$ cat src/rtl/clkgen_multi.sv
// rtl/clkgen_multi.sv - multi-channel programmable clock/strobe generator
//
// Derives NUM_CH independent divided clocks from sysclk. Each channel has a
// runtime-programmable period P and high time H, a run enable, a wrap tick
// and responds to a global phase-align (sync) pulse. Each period is low for
// P-H cycles, then high for H cycles. P<2 acts as 2 and H>P acts as P.
//
// Optional feature macro: CLKGEN_SYNC_RELOAD_EN
//   defined   - writes go to a per-channel shadow and are applied only at the
//               wrap point, while the channel is disabled, or on sync, so no
//               high or low phase is ever truncated.
//   undefined - a write loads the active config at once and restarts the
//               channel counter (the current period may be cut short).
//
// Ports:
//   sysclk      in   1       system clock, all logic on its rising edge
//   reset       in   1       synchronous active-high reset
//   ch_en       in   NUM_CH  per-channel run enable
//   sync        in   1       restarts every enabled channel at count 0
//   cfg_we      in   1       config write strobe
//   cfg_ch      in   CH_W    target channel (>= NUM_CH is ignored)
//   cfg_period  in   CNT_W   period P in sysclk cycles
//   cfg_high    in   CNT_W   high time H in sysclk cycles
//   clk_div     out  NUM_CH  divided clocks, registered
//   tick        out  NUM_CH  one-cycle pulse on every wrap, registered
module clkgen_multi #(
    parameter int CLOCK_FREQ   = 20_000_000,
    parameter int DEFAULT_FREQ = 17,
    parameter int NUM_CH       = 4,
    parameter int CNT_W        = 32,
    localparam int CH_W        = (NUM_CH > 1) ? $clog2(NUM_CH) : 1
) (
    input  logic              sysclk,
    input  logic              reset,
    input  logic [NUM_CH-1:0] ch_en,
    input  logic              sync,
    input  logic              cfg_we,
    input  logic [CH_W-1:0]   cfg_ch,
    input  logic [CNT_W-1:0]  cfg_period,
    input  logic [CNT_W-1:0]  cfg_high,
    output logic [NUM_CH-1:0] clk_div,
    output logic [NUM_CH-1:0] tick
);

    localparam logic [CNT_W-1:0] DEF_P = CNT_W'(CLOCK_FREQ / DEFAULT_FREQ);
    localparam logic [CNT_W-1:0] DEF_H = DEF_P >> 1;
    localparam logic [CNT_W-1:0] ONE   = CNT_W'(1);
    localparam logic [CNT_W-1:0] TWO   = CNT_W'(2);

    function automatic logic [CNT_W-1:0] eff_period(input logic [CNT_W-1:0] p);
        return (p < TWO) ? TWO : p;
    endfunction

    // Length of the low phase after clamping; clk_div is high once the
    // counter has reached it.
    function automatic logic [CNT_W-1:0] low_len(input logic [CNT_W-1:0] p,
                                                 input logic [CNT_W-1:0] h);
        logic [CNT_W-1:0] pe;
        logic [CNT_W-1:0] he;
        pe = eff_period(p);
        he = (h > pe) ? pe : h;
        return pe - he;
    endfunction

    logic [CNT_W-1:0]  cnt_q   [NUM_CH];
    logic [CNT_W-1:0]  cnt_d   [NUM_CH];
    logic [CNT_W-1:0]  act_p_q [NUM_CH];
    logic [CNT_W-1:0]  act_p_d [NUM_CH];
    logic [CNT_W-1:0]  act_h_q [NUM_CH];
    logic [CNT_W-1:0]  act_h_d [NUM_CH];
`ifdef CLKGEN_SYNC_RELOAD_EN
    logic [CNT_W-1:0]  shd_p_q [NUM_CH];
    logic [CNT_W-1:0]  shd_p_d [NUM_CH];
    logic [CNT_W-1:0]  shd_h_q [NUM_CH];
    logic [CNT_W-1:0]  shd_h_d [NUM_CH];
    logic [NUM_CH-1:0] pend_q;
    logic [NUM_CH-1:0] pend_d;
`endif
    logic [NUM_CH-1:0] clk_div_q;
    logic [NUM_CH-1:0] clk_div_d;
    logic [NUM_CH-1:0] tick_q;
    logic [NUM_CH-1:0] tick_d;
    logic [NUM_CH-1:0] wr_hit;
    logic [NUM_CH-1:0] at_wrap;

    // Write decode and wrap detection. An out-of-range cfg_ch matches no
    // channel index, so such writes fall through untouched.
    always_comb begin
        wr_hit  = '0;
        at_wrap = '0;
        for (int i = 0; i < NUM_CH; i++) begin
            wr_hit[i]  = cfg_we && (cfg_ch == CH_W'(i));
            at_wrap[i] = (cnt_q[i] >= eff_period(act_p_q[i]) - ONE);
        end
    end

    always_comb begin
        clk_div_d = '0;
        tick_d    = '0;
`ifdef CLKGEN_SYNC_RELOAD_EN
        pend_d    = pend_q;
`endif
        for (int i = 0; i < NUM_CH; i++) begin
            cnt_d[i]   = cnt_q[i];
            act_p_d[i] = act_p_q[i];
            act_h_d[i] = act_h_q[i];
`ifdef CLKGEN_SYNC_RELOAD_EN
            shd_p_d[i] = shd_p_q[i];
            shd_h_d[i] = shd_h_q[i];
            if (!ch_en[i] || sync) begin
                // Idle or re-phasing: the pending shadow takes effect now; a
                // write in this same cycle only lands in the shadow.
                if (pend_q[i]) begin
                    act_p_d[i] = shd_p_q[i];
                    act_h_d[i] = shd_h_q[i];
                    pend_d[i]  = 1'b0;
                end
                cnt_d[i] = '0;
                if (wr_hit[i]) begin
                    shd_p_d[i] = cfg_period;
                    shd_h_d[i] = cfg_high;
                    pend_d[i]  = 1'b1;
                end
            end else if (at_wrap[i]) begin
                // A write arriving in the wrap cycle bypasses the shadow so
                // the very next period already uses it.
                if (wr_hit[i]) begin
                    act_p_d[i] = cfg_period;
                    act_h_d[i] = cfg_high;
                    shd_p_d[i] = cfg_period;
                    shd_h_d[i] = cfg_high;
                    pend_d[i]  = 1'b0;
                end else if (pend_q[i]) begin
                    act_p_d[i] = shd_p_q[i];
                    act_h_d[i] = shd_h_q[i];
                    pend_d[i]  = 1'b0;
                end
                cnt_d[i]  = '0;
                tick_d[i] = 1'b1;
            end else begin
                cnt_d[i] = cnt_q[i] + ONE;
                if (wr_hit[i]) begin
                    shd_p_d[i] = cfg_period;
                    shd_h_d[i] = cfg_high;
                    pend_d[i]  = 1'b1;
                end
            end
`else
            if (wr_hit[i]) begin
                // Immediate load restarts the period; this is a restart,
                // not a wrap, so no tick.
                act_p_d[i] = cfg_period;
                act_h_d[i] = cfg_high;
                cnt_d[i]   = '0;
            end else if (!ch_en[i] || sync) begin
                cnt_d[i] = '0;
            end else if (at_wrap[i]) begin
                cnt_d[i]  = '0;
                tick_d[i] = 1'b1;
            end else begin
                cnt_d[i] = cnt_q[i] + ONE;
            end
`endif
            tick_d[i]    = tick_d[i] && ch_en[i];
            clk_div_d[i] = ch_en[i] && (cnt_d[i] >= low_len(act_p_d[i], act_h_d[i]));
        end
    end

    always_ff @(posedge sysclk) begin
        if (reset) begin
            for (int i = 0; i < NUM_CH; i++) begin
                cnt_q[i]   <= '0;
                act_p_q[i] <= DEF_P;
                act_h_q[i] <= DEF_H;
`ifdef CLKGEN_SYNC_RELOAD_EN
                shd_p_q[i] <= DEF_P;
                shd_h_q[i] <= DEF_H;
`endif
            end
`ifdef CLKGEN_SYNC_RELOAD_EN
            pend_q    <= '0;
`endif
            clk_div_q <= '0;
            tick_q    <= '0;
        end else begin
            for (int i = 0; i < NUM_CH; i++) begin
                cnt_q[i]   <= cnt_d[i];
                act_p_q[i] <= act_p_d[i];
                act_h_q[i] <= act_h_d[i];
`ifdef CLKGEN_SYNC_RELOAD_EN
                shd_p_q[i] <= shd_p_d[i];
                shd_h_q[i] <= shd_h_d[i];
`endif
            end
`ifdef CLKGEN_SYNC_RELOAD_EN
            pend_q    <= pend_d;
`endif
            clk_div_q <= clk_div_d;
            tick_q    <= tick_d;
        end
    end

    assign clk_div = clk_div_q;
    assign tick    = tick_q;

endmodule

$ cat config.mk
export PLATFORM = sky130hd
export DESIGN_NAME = clkgen_multi
export DESIGN_NICKNAME = d
export VERILOG_FILES = /design/src/rtl/clkgen_multi.sv
export SDC_FILE = /design/constraint.sdc
export NUM_CORES = 2
export LEC_CHECK = 0
export BUFFER_PORTS_ARGS = -buffer_cell sky130_fd_sc_hd__buf_2
export CELL_PAD_IN_SITES_DETAIL_PLACEMENT = 1
export CELL_PAD_IN_SITES_GLOBAL_PLACEMENT = 2
export CORE_MARGIN = 2
export CORE_UTILIZATION = 37
export DETAILED_ROUTE_END_ITERATION = 8
export PLACE_DENSITY_LB_ADDON = 0.1
export SLEW_MARGIN = 20
export SYNTH_ARGS = -nofsm -noshare
export SYNTH_HDL_FRONTEND = slang
export SYNTH_SLANG_ARGS = --single-unit
$ cat constraint.sdc
create_clock -name sysclk -period 21.7 [get_ports sysclk]
set_input_delay 1.085 -clock sysclk [delete_from_list [all_inputs] [get_ports sysclk]]
set_output_delay 1.085 -clock sysclk [all_outputs]
set_load 0.01 [all_outputs]
* Yosys cells after proc, flatten, opt, wreduce, memory -nomap -nowiden
Memory sizes are Yosys's and may differ from the RTL's.
Index checks and enable logic that the tools add are counted.
** Cells by class
- Add/sub/neg operators :: 12
- Multipliers :: 0
- Divide/modulo/power cells :: 0
- $lt $le $gt $ge :: 20
- Equal/unequal tests :: 3
- Shifts and indexed selects :: 0
- Muxes and demuxes :: 59
- Bitwise logic cells :: 12
- Reductions and logical operators :: 21
** Operator list (number)
- 2-to-1 mux 32 bit :: 44
- >= comparator 32 bit :: 8
- less-than comparator 32 x 2 -> 1 bit, second input constant :: 8
- adder 32 x 1 -> 32 bit, second input constant :: 4
- > comparator 32 bit :: 4
- subtractor 32 x 1 -> 32 bit, second input constant :: 4
- subtractor 32 bit :: 4
- 2-to-1 mux 1 bit :: 15
- logical AND 1 bit :: 12
- bitwise OR 1 bit :: 12
- equality test 2 bit, second input constant :: 2
- zero test 1 bit :: 4
- logical OR 1 bit :: 4
- equality test 2 x 1 -> 1 bit, second input constant :: 1
- zero test 2 bit :: 1
** Storage, ports and cells
- Bits in registers :: 8
- Latch bits :: 0
- RAM bits :: 384
- ROM bits :: 0
- Input bits :: 74
- Output and inout port bits :: 8
- Logic and storage cells :: 132
- Memories :: 3
** Memories
- act_h_q :: depth 4, bits a word 32, rd ports 4, clocked after memory_dff 0, wr ports 4, line 69 : logic [CNT_W-1:0] act_h_q [NUM_CH];
- act_p_q :: depth 4, bits a word 32, rd ports 4, clocked after memory_dff 0, wr ports 4, line 67 : logic [CNT_W-1:0] act_p_q [NUM_CH];
- cnt_q :: depth 4, bits a word 32, rd ports 4, clocked after memory_dff 0, wr ports 4, line 65 : logic [CNT_W-1:0] cnt_q [NUM_CH];

* Longest topological paths before layout
- Word-level depth :: 10
- Depth in mapped cells :: 43
- Depth with buffers taken out :: 40

* Least setup slack after synthesis
No wires, ideal clock.
- Path type :: input port to flip-flop
- From :: in cfg_ch[0]
- To :: reg clk_div_q[2], in the netlist clk_div[2]
- Library setup time :: 124 ps
- Arrival time :: 8446 ps
- Required time :: 21576 ps
- Setup slack :: 13130 ps
- Stages on the path :: 36
- Path buffers :: 4
- Cells stage by stage :: nand3b_1 > buf_1 > buf_1 > buf_1 > mux2i_1 > inv_1 > ha_1 > nand4_1 > or3_1 > o221ai_1 > a21oi_1 > o221a_1 > a31oi_1 > clkbuf_1 > o21ai_1 > fa_1 > a21o_1 > a21o_1 > a211oi_1 > nor2_1 > and2_1 > a21oi_1 > o21ai_1 > a21o_1 > a21oi_1 > xor2_1 > ha_1 > a21o_1 > a21o_1 > a21o_1 > a21o_1 > a21o_1 > a21oi_1 > nor2b_1 > o21ai_0 > o31ai_1
** RTL lines
- start, declared :: line 38 : input logic [CH_W-1:0] cfg_ch,
- end signal, assigned :: line 198 : clk_div_q <= clk_div_d;
- end, declared :: line 79 : logic [NUM_CH-1:0] clk_div_q;

* Final worst setup path
- From :: in cfg_ch[1]
- To :: reg clk_div_q[0], in the netlist clk_div[0]
** Between the ends
- Longest elaborated chain between the ends :: 10
- Elaborated cells on any way between the ends :: 12
- Those cells by class :: add/sub (1); order compare (3); mux (5); reduce/logical (3)
** Ends and longest elaborated chain
- zero test 2 bit (*) :: line 92 : wr_hit[i] = cfg_we && (cfg_ch == CH_W'(i));
- logical AND 1 bit (*) :: line 92
- 2-to-1 mux 32 bit :: line 149 : if (wr_hit[i]) begin
- less-than comparator 32 x 2 -> 1 bit :: line 51 : return (p < TWO) ? TWO : p;
- 2-to-1 mux 32 bit :: line 51
- > comparator 32 bit :: line 61 : he = (h > pe) ? pe : h;
- 2-to-1 mux 32 bit :: line 61
- subtractor 32 bit :: line 62 : return pe - he;
- >= comparator 32 bit (*) :: line 165 : clk_div_d[i] = ch_en[i] && (cnt_d[i] >= low_len(act_p_d[i], act_h_d[i]));
- logical AND 1 bit (*) :: line 165
Mark *: on every way between the ends. The rest lies on a longest branch, timed or not.
A chain may end at the register's enable or synchronous reset.

==> qor.csv <==
stage,metric,value,unit
yosys,yosys_warnings,0,
power_and_ir_drop,power_density,74.1,nW/um^2
critical_path,critPathMaxFanout,62,
yosys,synth_flop_cell,dfxtp_1,
cells_and_area,antenna_cells,0,
sta,drv_slew,0,
critical_path,critPathTopFamily,compound AO/OA/AOI/OAI gates,
clock_tree,cts_sinks,392,
yosys,async_reset_ff_frac,0,
critical_path,required,22.22,ns
sta,fmax,104,MHz
yosys,synth_area,34000,um^2
placed_design,gp_congestion,0.828,
drt,avgRoutedWirePerCell,21.0,um
critical_path,critical_path.startpoint_type,input pin,
yosys,synth_cell_type_count,73,
yosys,netlist_instances,4279,
grt,antenna_found_initial,1,
clock_tree,cts_inserted_buffers,50,
placed_design,numPortBuffers,81,
clock_tree,insertion_delay,0.64,ns
grt,overflow,0,
critical_path,startpoint,cfg_ch[1],
drt,drt-total-wl,116000,um
drt,viasPerCell,5.26,
critical_path,critPathBufInv,5,
critical_path,crit_slowest_cell,buf_4,
critical_path,rr_startpoint,act_p_q[3][30],
status,outcome,finished clean,
die,dieWidth,307,um
worst_hold_path,hold_class,register to register,
grt,grt_max_degree,74,
clock_tree,ctsHoldBuffers,0,
yosys,yosysSeqAreaShare,0.230,
sta,finClkSkew,0.0164,ns
drt,dr.first_iter.drc_count,1572,
critical_path,path_common_cell,a21oi_1,
die,rows,111,
critical_path,crit_arrival,10.16,ns
die,start_util,0.373,
sta,post-route-min-period,9.63,ns
clock_tree,ctsLongestPathBuffers,3,
placed_design,dp.final_hpwl,93100,um
clock_tree,cts_setup_buffers,0,
drt,firstDrtPassIters,4,
critical_path,critical_path_class,input pin to register,
yosys,syn_avg_cell_area,7.96,um^2
drt,drc,0,
yosys,syn_nets,4873,
sta,tns,0,ns
sta,rsz0062_at_grt,false,
critical_path,critPathCaptureType,register,
yosys,synth_edf_count,0,
sta,fin_crit_sh,0.444,
sta,whs,0.477,ns
power_and_ir_drop,power_leakage,0.0182,uW
die,die-height,307,um
sta,final_hold_viol_count,0,
cells_and_area,syn2layout_area_growth,9.94,%
worst_hold_path,holdCritStartpoint,act_h_q[1][11],
die,io_pins,82,
clock_tree,cts_tree,built,
power_and_ir_drop,max-vdd-ir-drop,0.0602,mV
sta,worst_slew_pin_slew,1.07,ns
grt,grt_pass1_vias,29500,
cells_and_area,layout-drive-gt1-share,0.0527,
clock_tree,ctsResizeCount,0,
die,core,91400,um^2
clock_tree,cts-htree-levels,2,
drt,route.vias.total,29100,
sta,relSlewSlack,0.283,
sta,setup_viol,0,
grt,grtUsageTotal,0.246,
die,die-area,94500,um^2
cells_and_area,nNetsFinal,4904,
drt,ant_nets,0,
clock_tree,clockRootBuffer,clkbuf_16,
clock_tree,path_clk_slew,0.07,ns
critical_path,cp_slowest_stage_delay,0.77,ns
yosys,ys_ff_latch,392,
grt,grt_first_pass_wirelength,180000,um
run,drv_cap,0,
placed_design,placed_area,35700,um^2
cells_and_area,final_cell_area,37400,um^2
-- final cells by class --
cell class	instances	area, um^2
clock buffer	68	1470
inverter	311	1170
multi-input combinational	3448	24600
sequential	392	7850
fill	11100	54000
timing repair buffer	107	609
clock inverter	23	224
tap	1186	1480
-- registers in the layout, summed over array words and instances, names as in the netlist --
register and flops:
act_h_q 128, act_p_q 128, clk_div 4, cnt_q 128, tick 4
-- worst paths after layout --
check	end	slack [ns]	cells past startpoint
max	clk_div[0]	12.07	43
min	act_h_q[1][11]	0.48	2
max reg2reg	clk_div[3]	13.47	40
min reg2reg	act_h_q[1][11]	0.48	2
-- Yosys cell counts, drive strengths merged, types with 8 or more instances --
master,n,area share
nor2,518,0.057
ha,516,0.19
dfxtp,392,0.23
inv,311,0.034
nand2,284,0.031
mux2i,257,0.076
o21ai,230,0.034
a21oi,205,0.030
a21o,196,0.043
xnor2,186,0.048
xor2,167,0.043
nand2b,151,0.028
nand4,130,0.024
nor3,108,0.016
clkbuf,101,0.011
nand3,95,0.014
nor2b,47,0.0086
nor4,40,0.0078
and3,36,0.0066
nor3b,33,0.0073
buf,27,0.0031
o21a,24,0.0053
o21bai,20,0.0044
or3,20,0.0037
a31oi,19,0.0035
a211oi,17,0.0037
and2,17,0.0031
or4,16,0.0036
and4,11,0.0028
or2,11,0.0021
a2111oi,9,0.0023
o31ai,8,0.0018
-- placed cells by master (no fill, tap or decap), drive strengths merged, types with 5 or more instances in the layout --
master,instances
a2111oi,9
a211oi,17
a21o,196
a21oi,205
a311oi,5
a31oi,19
and2,17
and3,36
and4,11
buf,106
clkbuf,69
clkinv,12
clkinvlp,6
dfxtp,392
ha,516
inv,313
mux2i,257
nand2,284
nand2b,151
nand3,95
nand3b,7
nand4,130
nor2,518
nor2b,47
nor3,108
nor3b,33
nor4,40
o211ai,7
o21a,24
o21ai,230
o21bai,20
o31ai,8
or2,11
or3,20
or4,16
xnor2,186
xor2,167
-- tightest hold or removal path, delay by kind of cell (launching register included) --
| family | cells | cell delay (ns) |
|---|---|---|
| DFF | 1 | 0.30 |
| muxes | 1 | 0.08 |
| and+or+nand+nor | 1 | 0.07 |
-- routing by layer --
| metal | up-vias | track usage | share of wire |
|---|---|---|---|
| met4 | 0 | 0.0716 | 0.031 |
| met5 | - | 0 | 0 |
| met1 | 13700 | 0.362 | 0.53 |
| met3 | 113 | 0.0206 | 0.018 |
| li1 | 15100 | - | - |
| met2 | 216 | 0.381 | 0.42 |
-- power breakdown --
part | leakage [uW] | internal [uW] | switching [uW]
Sequential | 0.00318 | 737 | 18.3
Combinational | 0.0142 | 458 | 684
Clock | 0.000825 | 511 | 365
Total | 0.0182 | 1710 | 1070
-- cells by family (layout without fill, tap and decap cells) --
logic type      Yosys count  after routing  share of synthesized area
compound gates          785            785                      0.143
xor+xnor                353            353                     0.0908
fa+ha+maj               520            520                      0.192
buf+inv                 439            509                     0.0485
flops                   392            392                      0.230
mux                     260            260                     0.0765
simple gates           1530           1530                      0.219
-- through the flow --
step                cells  utilization  setup slack (ns)  power [uW]
floorplan            4279            -             13.13        1610
global placement     5444        0.391             11.55        1900
detailed placement   5444        0.391             11.39        1910
CTS                  5535        0.410             12.06        2800
global route         5535        0.410             11.26        2980
finish               5535        0.410             12.07        2770
No activity file was read; power rests on OpenSTA's default activity.
